$ cat config.mk
export PLATFORM = sky130hd
export DESIGN_NAME = wr_fram_pack
export DESIGN_NICKNAME = d
export VERILOG_FILES = /design/src/rtl/wr_fram_pkg.sv /design/src/rtl/wr_cmd_fifo.sv /design/src/rtl/wr_fram_pack.sv
export SDC_FILE = /design/constraint.sdc
export NUM_CORES = 1
export LEC_CHECK = 0
export BUFFER_PORTS_ARGS = -buffer_cell sky130_fd_sc_hd__buf_2
export CORE_UTILIZATION = 35
export DETAILED_ROUTE_END_ITERATION = 10
export GPL_ROUTABILITY_DRIVEN = 0
export GPL_TIMING_DRIVEN = 0
export PLACE_DENSITY_LB_ADDON = 0.12
export RECOVER_POWER = 50
export SYNTH_ARGS = -nofsm -noshare
export SYNTH_HDL_FRONTEND = slang
export SYNTH_SLANG_ARGS = --single-unit
$ cat constraint.sdc
create_clock -name wr_clk -period 4.59 [get_ports wr_clk]
set_clock_uncertainty 0.1 [all_clocks]
set_input_delay 0.918 -clock wr_clk [delete_from_list [all_inputs] [get_ports wr_clk]]
set_output_delay 0.918 -clock wr_clk [all_outputs]
set_load 0.03 [all_outputs]
$ cat src/rtl/wr_fram_pkg.sv
// wr_fram_pkg
// Shared constants and the burst command record used by the write-side
// pixel packer (wr_fram_pack) and its command FIFO (wr_cmd_fifo).
//   WORDS_PER_LINE : 32-bit words per 256-bit buffer line
//   BUF_LINES      : lines in the ring buffer
//   BURST_LINES    : lines per full DDR burst
//   cmd_t          : {last, len[5:0], addr[8:0]}, 16 bits
package wr_fram_pkg;

    localparam int WORDS_PER_LINE = 8;
    localparam int BUF_LINES      = 512;
    localparam int BURST_LINES    = 32;
    localparam int CMD_WIDTH      = 16;

    typedef struct packed {
        logic       last;
        logic [5:0] len;
        logic [8:0] addr;
    } cmd_t;

endpackage

$ cat src/rtl/wr_cmd_fifo.sv
// wr_cmd_fifo
// Synchronous first-word-fall-through FIFO holding burst commands.
// The head entry is presented on o_head whenever o_empty is low.
// A push while full is accepted only if a pop happens in the same cycle.
//   i_clk, i_rst       : clock, synchronous active-high reset
//   i_push, i_push_data: write request and data
//   i_pop              : consume head (ignored when empty)
//   o_head             : current head entry
//   o_full, o_empty    : occupancy flags
module wr_cmd_fifo
    import wr_fram_pkg::*;
#(
    parameter int DEPTH = 16,
    parameter int WIDTH = CMD_WIDTH
) (
    input  logic             i_clk,
    input  logic             i_rst,
    input  logic             i_push,
    input  logic [WIDTH-1:0] i_push_data,
    input  logic             i_pop,
    output logic [WIDTH-1:0] o_head,
    output logic             o_full,
    output logic             o_empty
);

    // Pointers wrap naturally, so DEPTH must be a power of two.
    localparam int PTR_W = $clog2(DEPTH);

    logic [WIDTH-1:0] r_mem [DEPTH];
    logic [PTR_W-1:0] r_rd_ptr;
    logic [PTR_W-1:0] r_wr_ptr;
    logic [PTR_W:0]   r_count;
    logic             w_do_pop;
    logic             w_do_push;

    assign o_empty   = (r_count == '0);
    assign o_full    = (r_count == (PTR_W+1)'(DEPTH));
    assign w_do_pop  = i_pop & ~o_empty;
    // A pop frees a slot in the same cycle, so a full FIFO can still take a push.
    assign w_do_push = i_push & (~o_full | w_do_pop);
    assign o_head    = r_mem[r_rd_ptr];

    always_ff @(posedge i_clk) begin
        if (w_do_push) begin
            r_mem[r_wr_ptr] <= i_push_data;
        end
    end

    always_ff @(posedge i_clk) begin
        if (i_rst) begin
            r_rd_ptr <= '0;
            r_wr_ptr <= '0;
            r_count  <= '0;
        end else begin
            if (w_do_push) begin
                r_wr_ptr <= r_wr_ptr + 1'b1;
            end
            if (w_do_pop) begin
                r_rd_ptr <= r_rd_ptr + 1'b1;
            end
            r_count <= r_count + {{PTR_W{1'b0}}, w_do_push} - {{PTR_W{1'b0}}, w_do_pop};
        end
    end

endmodule

$ cat src/rtl/wr_fram_pack.sv
// wr_fram_pack
// Packs 16-bit pixels into 32-bit words, writes them into a 512 x 256-bit
// ring buffer (addressed as 4096 x 32-bit words), tracks buffer occupancy
// and issues burst commands for the downstream DDR write engine.
//   wr_clk, wr_rst          : clock, synchronous active-high reset
//   vs_in, de_in, pix_in    : video input (vs rising edge closes a frame)
//   buf_wr_data/addr/en     : buffer write port, addr = {line, word}
//   cmd_valid/addr/len/last : head of the command FIFO
//   cmd_ack                 : head consumed, its lines are freed
//   overflow                : sticky, set when a pair or a command is dropped
//   frame_start             : one-cycle pulse when the next frame begins
module wr_fram_pack
    import wr_fram_pkg::*;
#(
    parameter int PIX_WIDTH   = 16,
    parameter int BUF_LINES   = 512,
    parameter int BURST_LINES = 32,
    parameter int CMD_DEPTH   = 16
) (
    input  logic                   wr_clk,
    input  logic                   wr_rst,
    input  logic                   vs_in,
    input  logic                   de_in,
    input  logic [PIX_WIDTH-1:0]   pix_in,
    output logic [2*PIX_WIDTH-1:0] buf_wr_data,
    output logic [11:0]            buf_wr_addr,
    output logic                   buf_wr_en,
    output logic                   cmd_valid,
    output logic [8:0]             cmd_addr,
    output logic [5:0]             cmd_len,
    output logic                   cmd_last,
    input  logic                   cmd_ack,
    output logic                   overflow,
    output logic                   frame_start
);

    localparam logic [1:0] ST_RUN  = 2'd0;
    localparam logic [1:0] ST_PAD  = 2'd1;
    localparam logic [1:0] ST_PUSH = 2'd2;

    // Address fields are fixed at 9 line bits and 3 word bits; BUF_LINES
    // is expected to stay at 2^9.
    localparam logic [9:0] FULL_LINES = 10'(BUF_LINES);
    localparam logic [2:0] LAST_WORD  = 3'(WORDS_PER_LINE - 1);

    logic [1:0]           r_state;
    logic                 r_vs_d;
    logic                 r_half;
    logic [PIX_WIDTH-1:0] r_pix1;
    logic [11:0]          r_waddr;
    logic [8:0]           r_start_line;
    logic [9:0]           r_lines_used;
    logic [5:0]           r_lines_in_burst;
    logic                 r_push;
    cmd_t                 r_push_cmd;

    logic       w_vs_rise;
    logic       w_buf_full;
    logic       w_in_run;
    logic       w_in_pad;
    logic       w_in_push;
    logic       w_pair_wr;
    logic       w_pair_drop;
    logic       w_pad_wr;
    logic       w_pad_drop;
    logic       w_pad_done;
    logic       w_line_done;
    logic       w_burst_full;
    logic [11:0] w_next_addr;
    cmd_t       w_head;
    logic       w_empty;
    logic       w_full;
    logic       w_pop;
    logic [5:0] w_pop_len;
    logic       w_fifo_drop;

    assign w_vs_rise  = vs_in & ~r_vs_d;
    assign w_buf_full = (r_lines_used == FULL_LINES);
    assign w_in_run   = (r_state == ST_RUN);
    assign w_in_pad   = (r_state == ST_PAD);
    assign w_in_push  = (r_state == ST_PUSH);

    // A pair completes on the second pixel; it is dropped when every line
    // of the ring is still waiting to be read out.
    assign w_pair_wr   = w_in_run & de_in & r_half & ~w_buf_full;
    assign w_pair_drop = w_in_run & de_in & r_half &  w_buf_full;

    // End of frame: flush a pending half word, then close any partial line
    // so the next frame starts on a line boundary. A leftover half word or
    // a non-zero word index both mean the current line is partial.
    assign w_pad_wr   = w_in_pad & r_half & ~w_buf_full;
    assign w_pad_drop = w_in_pad & r_half &  w_buf_full;
    assign w_pad_done = w_in_pad & ~w_buf_full & (r_half | (r_waddr[2:0] != 3'd0));

    assign w_line_done  = (w_pair_wr & (r_waddr[2:0] == LAST_WORD)) | w_pad_done;
    assign w_burst_full = w_line_done & (r_lines_in_burst == 6'(BURST_LINES - 1));

    always_comb begin
        w_next_addr = r_waddr;
        if (w_pad_done) begin
            w_next_addr = {r_waddr[11:3] + 9'd1, 3'b000};
        end else if (w_pair_wr) begin
            w_next_addr = r_waddr + 12'd1;
        end
    end

    assign w_pop       = cmd_ack & ~w_empty;
    assign w_pop_len   = w_pop ? w_head.len : 6'd0;
    assign w_fifo_drop = r_push & w_full & ~w_pop;

    wr_cmd_fifo #(
        .DEPTH (CMD_DEPTH),
        .WIDTH (CMD_WIDTH)
    ) u_fifo (
        .i_clk       (wr_clk),
        .i_rst       (wr_rst),
        .i_push      (r_push),
        .i_push_data (r_push_cmd),
        .i_pop       (w_pop),
        .o_head      (w_head),
        .o_full      (w_full),
        .o_empty     (w_empty)
    );

    // Head fields are forced to zero when nothing is queued.
    assign cmd_valid = ~w_empty;
    assign cmd_addr  = w_empty ? 9'd0 : w_head.addr;
    assign cmd_len   = w_empty ? 6'd0 : w_head.len;
    assign cmd_last  = w_empty ? 1'b0 : w_head.last;

    // Packer, occupancy tracking, burst scheduling and frame FSM. Commands
    // are staged one cycle in r_push so that a full-burst push lines up with
    // the buffer write that completed the burst.
    always_ff @(posedge wr_clk) begin
        if (wr_rst) begin
            r_state          <= ST_RUN;
            r_vs_d           <= 1'b0;
            r_half           <= 1'b0;
            r_pix1           <= '0;
            r_waddr          <= '0;
            r_start_line     <= '0;
            r_lines_used     <= '0;
            r_lines_in_burst <= '0;
            r_push           <= 1'b0;
            r_push_cmd       <= '0;
            buf_wr_en        <= 1'b0;
            buf_wr_data      <= '0;
            buf_wr_addr      <= '0;
            overflow         <= 1'b0;
            frame_start      <= 1'b0;
        end else begin
            r_vs_d    <= vs_in;
            buf_wr_en <= w_pair_wr | w_pad_wr;
            if (w_pair_wr) begin
                buf_wr_data <= {pix_in, r_pix1};
                buf_wr_addr <= r_waddr;
            end else if (w_pad_wr) begin
                buf_wr_data <= {{PIX_WIDTH{1'b0}}, r_pix1};
                buf_wr_addr <= r_waddr;
            end
            r_waddr <= w_next_addr;

            // Line completion and head release may coincide; fold both.
            r_lines_used <= r_lines_used + {9'd0, w_line_done} - {4'd0, w_pop_len};

            if (w_in_run && de_in) begin
                r_half <= ~r_half;
                if (!r_half) begin
                    r_pix1 <= pix_in;
                end
            end else if (w_in_pad) begin
                r_half <= 1'b0;
            end

            if (w_burst_full || w_in_push) begin
                r_lines_in_burst <= '0;
            end else if (w_line_done) begin
                r_lines_in_burst <= r_lines_in_burst + 6'd1;
            end

            if (w_burst_full) begin
                r_start_line <= w_next_addr[11:3];
            end else if (w_in_push) begin
                r_start_line <= r_waddr[11:3];
            end

            r_push          <= w_burst_full | w_in_push;
            r_push_cmd.last <= ~w_burst_full;
            r_push_cmd.len  <= w_burst_full ? 6'(BURST_LINES) : r_lines_in_burst;
            r_push_cmd.addr <= r_start_line;

            frame_start <= w_in_push;
            overflow    <= overflow | w_pair_drop | w_pad_drop | w_fifo_drop;

            case (r_state)
                ST_RUN:  if (w_vs_rise) r_state <= ST_PAD;
                ST_PAD:  r_state <= ST_PUSH;
                ST_PUSH: r_state <= ST_RUN;
                default: r_state <= ST_RUN;
            endcase
        end
    end

endmodule
Word level (Yosys, flattened, before mapping) --
Memory sizes are Yosys's and may differ from the RTL's. A register that Yosys moved wholly into a read port is not among the register bits. Cells that the tools add are included.
Storage, ports and cells: RAM bits 256, logic and storage cells 104, input bits 21, memories 1, register bits after elaboration 134, output and inout bits 64
Cells by class: equality and inequality tests 7, add/sub/neg operators 9, reduce and logical (&&, ||, !) cells 12, mux-type cells 21, bitwise gates (word level) 32
Memory list:
- u_fifo.r_mem | depth 16, bits a word 16, read ports 1, clocked after memory_dff 1, write ports 1, line wr_cmd_fifo.sv:29 | logic [WIDTH-1:0] r_mem [DEPTH];
Operators by type and width (count):
- $mux W32 | 2
- $mux W12 | 4
- $mux W9 | 3
- $mux W6 | 3
- $and A1 B1 Y1 | 17
- $add A12 B1 Y12 const B | 1
- $add A10 B1 Y10 | 1
- $eq A10 B10 Y1 const B | 1
- $sub A10 B6 Y10 | 1
- $add A9 B1 Y9 const B | 1
- $add A4 B1 Y4 const B | 2
- $mux W4 | 2
- $or A1 B1 Y1 | 8
- $not A1 Y1 | 7
- $add A6 B1 Y6 const B | 1
- $eq A6 B5 Y1 const B | 1
- $reduce_bool A2 Y1 | 3
- $reduce_or A2 Y1 | 3
- $add A5 B1 Y5 | 1
- $eq A5 B5 Y1 const B | 1
- $logic_not A5 Y1 | 1
- $mux W1 | 5
- $sub A5 B1 Y5 | 1
- $pmux W2 S2 | 1
- 10 further kinds | 10

Longest topological paths before layout --
depth in word-level cells 9, gate-level depth with buffers 17, mapped depth without buffers 16

By module --
Synthesis repeated with hierarchy kept, for this count alone.
Second synthesis, totals: cells, all modules 1099, area, all modules 15663.8 um^2
Modules (own cells, without submodules):
- wr_cmd_fifo | instances 1, sequential area each 8027.7 um^2, cells an instance 504, area an instance 10552.6 um^2
- wr_fram_pack | instances 1, sequential area each 2422.3 um^2, cells an instance 595, area an instance 5111.2 um^2

Worst setup path before layout --
Ideal clock, no wire load.
path type reg-to-reg, start point register with a tool-made name, end point register r_lines_used[8], stages on the path, launching flop included 14, arrival time 3.634 ns, buffers on the path 2, required time 4.369 ns, clock period less this slack 3.854 ns, library setup time 0.121 ns, path slack 0.736 ns, cell sequence dfxtp_1 buf_2 buf_1 mux4_2 mux2i_1 o22ai_1 nand2_1 ha_1 ha_1 nor2b_1 o21ai_0 a21oi_1 o41ai_1 mux2_2
RTL lines:
- to (signal assigned) | line wr_fram_pack.sv:164 | r_lines_used <= r_lines_used + {9'd0, w_line_done} - {4'd0, w_pop_len};
- to (decl) | line wr_fram_pack.sv:52 | logic [9:0] r_lines_used;

==> flow_metrics.py <==
metrics = {
    "clocking": {
        "root_buffer": "clkbuf_16",
        "cts_buffer_depth": 3,
        "cts_setup_buffers": 0,
        "clkTransAtPathRegs_ns": 0.06,
        "cts.sinks": 394,
        "clk_latency_ns": 0.56,
        "cts_tree": "built",
        "cts_inserted_buffers": 42,
        "htree_levels": 2,
    },
    "critical_path": {
        "critPathKind": "flop to flop",
        "crit_buf_inv": 3,
        "path_max_fanout": 10,
        "critPathTopFamily": "multiplexers",
        "cp_cell_sequence": "buf_6 > buf_6 > buf_4 > mux4_2 > mux2i_1 > o22ai_1 > nand2_1 > ha_1 > ha_1 > nor2b_1 > o21ai_0 > a21oi_1 > o41ai_1 > mux2_2",
        "end_kind": "flop",
        "worstSetupStartpointType": "flop",
        "slowest_delay_ns": 0.54,
        "critPathSlowestCell": "mux4_2",
        "critPathRequiredTime_ns": 4.93,
        "worstPathArrival_ns": 4.58,
    },
    "logic_synthesis": {
        "synth_top_area_cell": "edfxtp_1",
        "syn_avg_cell_area_um2": 14.7,
        "syn-instance-count": 1055,
        "synth_top_area_share": 0.494,
        "syn_area_um2": 15500,
        "yosys.area_share.simple": 0.0946,
        "synth_ff_type": "edfxtp_1",
        "synth_edf_count": 256,
        "synth_top_family_by_area": "multiplexers",
        "ys_top_cells_by_area": "edfxtp_1 49%, dfxtp_1 18%, mux4_2 11%",
        "synth_compound_area_frac": 0.0485,
        "yosysUniqueCellTypes": 56,
        "postSynth.asyncResetShare": 0,
        "synth_mux_area_frac": 0.118,
        "synth-seq-area-share": 0.672,
        "synth-seq-cells": 394,
        "yosysWarnings": 0,
        "synthAdderAreaFrac": 0.0291,
        "synth_fp_nets": 1111,
        "synth_xor_area_frac": 0.0146,
    },
    "die": {
        "coreArea_um2": 43500,
        "die_area_um2": 45300,
        "start_util": 0.358,
        "pin_count": 85,
        "dieWidth_um": 213,
        "die_h_um": 213,
        "rows": 76,
    },
    "sta": {
        "fmax_mhz": 236,
        "slew_viol_final": 0,
        "hold_ws_ns": 0.288,
        "setup_viol": 0,
        "worstMarginPinSlew_ns": 1.17,
        "setup_ws_ns": 0.344,
        "slew_headroom": 0.209,
        "min_period_ns": 4.25,
        "rsz0062_at_grt": "no",
        "finalHoldViolations": 0,
        "period_share": 0.925,
        "fin_setup_tns_ns": 0,
    },
    "placed_design": {
        "port_buffers": 84,
        "placedCellCount": 1743,
        "pre_cts_slack_ns": 0.0306,
        "hpwlAfterDp_mm": 25.5,
    },
    "detailed_routing": {
        "wl_per_cell_um": 20.5,
        "first_iter_violations": 641,
        "vias": 8984,
        "post-route-drc-count": 0,
        "dr.pass1.iters": 5,
        "detail-route-antenna-nets": 0,
        "viasPerCell": 4.94,
        "wirelength_mm": 37.2,
    },
    "layout": {
        "layout.cells.non_filler": 1818,
        "area_delta_synth_final_pct": 17.7,
        "n_antenna_cell": 0,
        "nets": 1257,
        "layout-drive-gt1-share": 0.191,
    },
    "power_and_ir_drop": {
        "sw_frac_of_total": 0.281,
        "pwr-share-seq": 0.419,
        "power_frac_comb": 0.222,
        "p_clk_frac": 0.358,
        "p_int_uw": 6680,
        "p_leak_uw": 0.00601,
        "irDropWorstVdd_mv": 0.233,
        "p_sw_uw": 2610,
        "total_power_uw": 9290,
        "p_per_area_nw_per_um2": 508,
    },
    "global_routing": {
        "grt_overflow": 0,
        "grtUsageTotal": 0.172,
        "grt_antenna_before_repair": 0,
        "grt_max_degree": 17,
        "grt_pass1_wl_mm": 56.9,
        "first_global_vias": 9114,
    },
    "worst_hold_path": {
        "holdCritPathClass": "flop to flop",
    },
    "status": {
        "status": "finished, final reports clean",
    },
    "run": {
        "cap_violations": 0,
    },
}
[cell type report]
class	instances	area, um2
fillers	4059	25200
flip-flops and latches	394	10500
multi-input cells	582	4760
clock buffers	55	1160
well taps	585	732
repair buffers	103	642
plain buffers	52	262
clock inverters	21	186
inverters	26	97.6
[path summary, 6_finish.rpt]
check              start         endpoint  slack [ns]  cells past startpoint
setup reg to reg    flop  r_lines_used[8]        0.34                     14
setup / recovery    flop  r_lines_used[8]        0.34                     14
hold / removal    r_vs_d       r_state[0]        0.29                      1
hold reg to reg   r_vs_d       r_state[0]        0.29                      1
[stage by stage]
step | cell area (um2) | util
3_5_place_dp | 17100 | 0.392
4_1_cts | 18400 | 0.423
2_1_floorplan | 15500 | -
3_3_place_gp | 16700 | 0.384
6_report | 18300 | 0.421
5_1_grt | 18300 | 0.421
[flip-flops by register name, summed over array words and instances (netlist names), named ones only]
register	cells
u_fifo.r_count	5
buf_wr_addr	12
buf_wr_data	32
u_fifo.r_rd_ptr	4
r_lines_used	10
frame_start	1
r_state	2
r_start_line	9
r_waddr	12
r_pix1	16
u_fifo.r_mem	256
overflow	1
r_half	1
r_vs_d	1
buf_wr_en	1
u_fifo.r_wr_ptr	4
r_push	1
r_lines_in_burst	6
r_push_cmd	16
[cell usage in the layout, fill, tap and decap left out, drive strengths merged, types with 3 or more instances in the layout]
master,instances
xor2,16
nand4,8
and2,15
nor2,80
clkinvlp,3
or4,3
xnor2,10
clkinv,14
edfxtp,256
ha,33
a31oi,8
and3,12
or3,3
o41ai,3
o2111ai,3
nand2,115
inv,27
nor3,18
buf,80
dfxtp,138
nor3b,5
nor2b,17
mux2i,14
clkbuf,130
a21oi,60
o22ai,8
mux4,74
nor4,3
o21ai,6
nand2b,6
nor4b,4
a22oi,18
nand3,16
o211ai,3
bufinv,3
[layer usage]
metal	share of wire	wire [um]	up-vias	track usage
met5	0	0	-	0
met3	0.040	1490	56	0.0300
met1	0.46	17300	4490	0.238
met2	0.47	17700	177	0.277
li1	-	-	4261	-
met4	0.021	779	0	0.0476
[power groups by stage]
stage | Clock [uW] | Combinational (uW) | Sequential (uW)
final | 3330 | 2070 | 3900
after floorplan | 0 | 1560 | 3970
after CTS | 3430 | 2120 | 3900
after global routing | 3560 | 2290 | 3910
after detailed placement | 0 | 2120 | 3980
after global placement | 0 | 2100 | 3970
[cells in the mapped netlist (all sizes together) (2+ instances only)]
master and n:
o21a 2, or4 3, ha 33, nor4b 4, o21ai 6, o2111ai 3
dfxtp 138, and3 12, nor3 18, a22oi 18, nor2b 17, o22ai 8
and2 15, nand2b 6, clkbuf 21, nor4 3, o31ai 2, mux2 2
nor2 80, nand4 8, fa 2, or4b 2, or3 3, mux2i 14
mux4 74, xor2 16, a21oi 60, buf 32, edfxtp 256, nor3b 5
o41ai 3, inv 26, nand3 16, a31oi 8, o211ai 3, nand2 115
xnor2 10
[logic make-up after synthesis]
logic type,Yosys count
flip-flops,394
adder cells (fa/ha/maj),35
multiplexers,90
XOR/XNOR,26
AND/OR/NAND/NOR,311
buffers and inverters,79
AO/OA/AOI/OAI,120
[what timing repair did]
item	4_1_cts	5_1_grt
endpoints found under the setup margin	1	1
hold buffers	0	0
resized for setup	1	2
pin swaps	0	0
No activity file was read; power rests on OpenSTA's default activity.
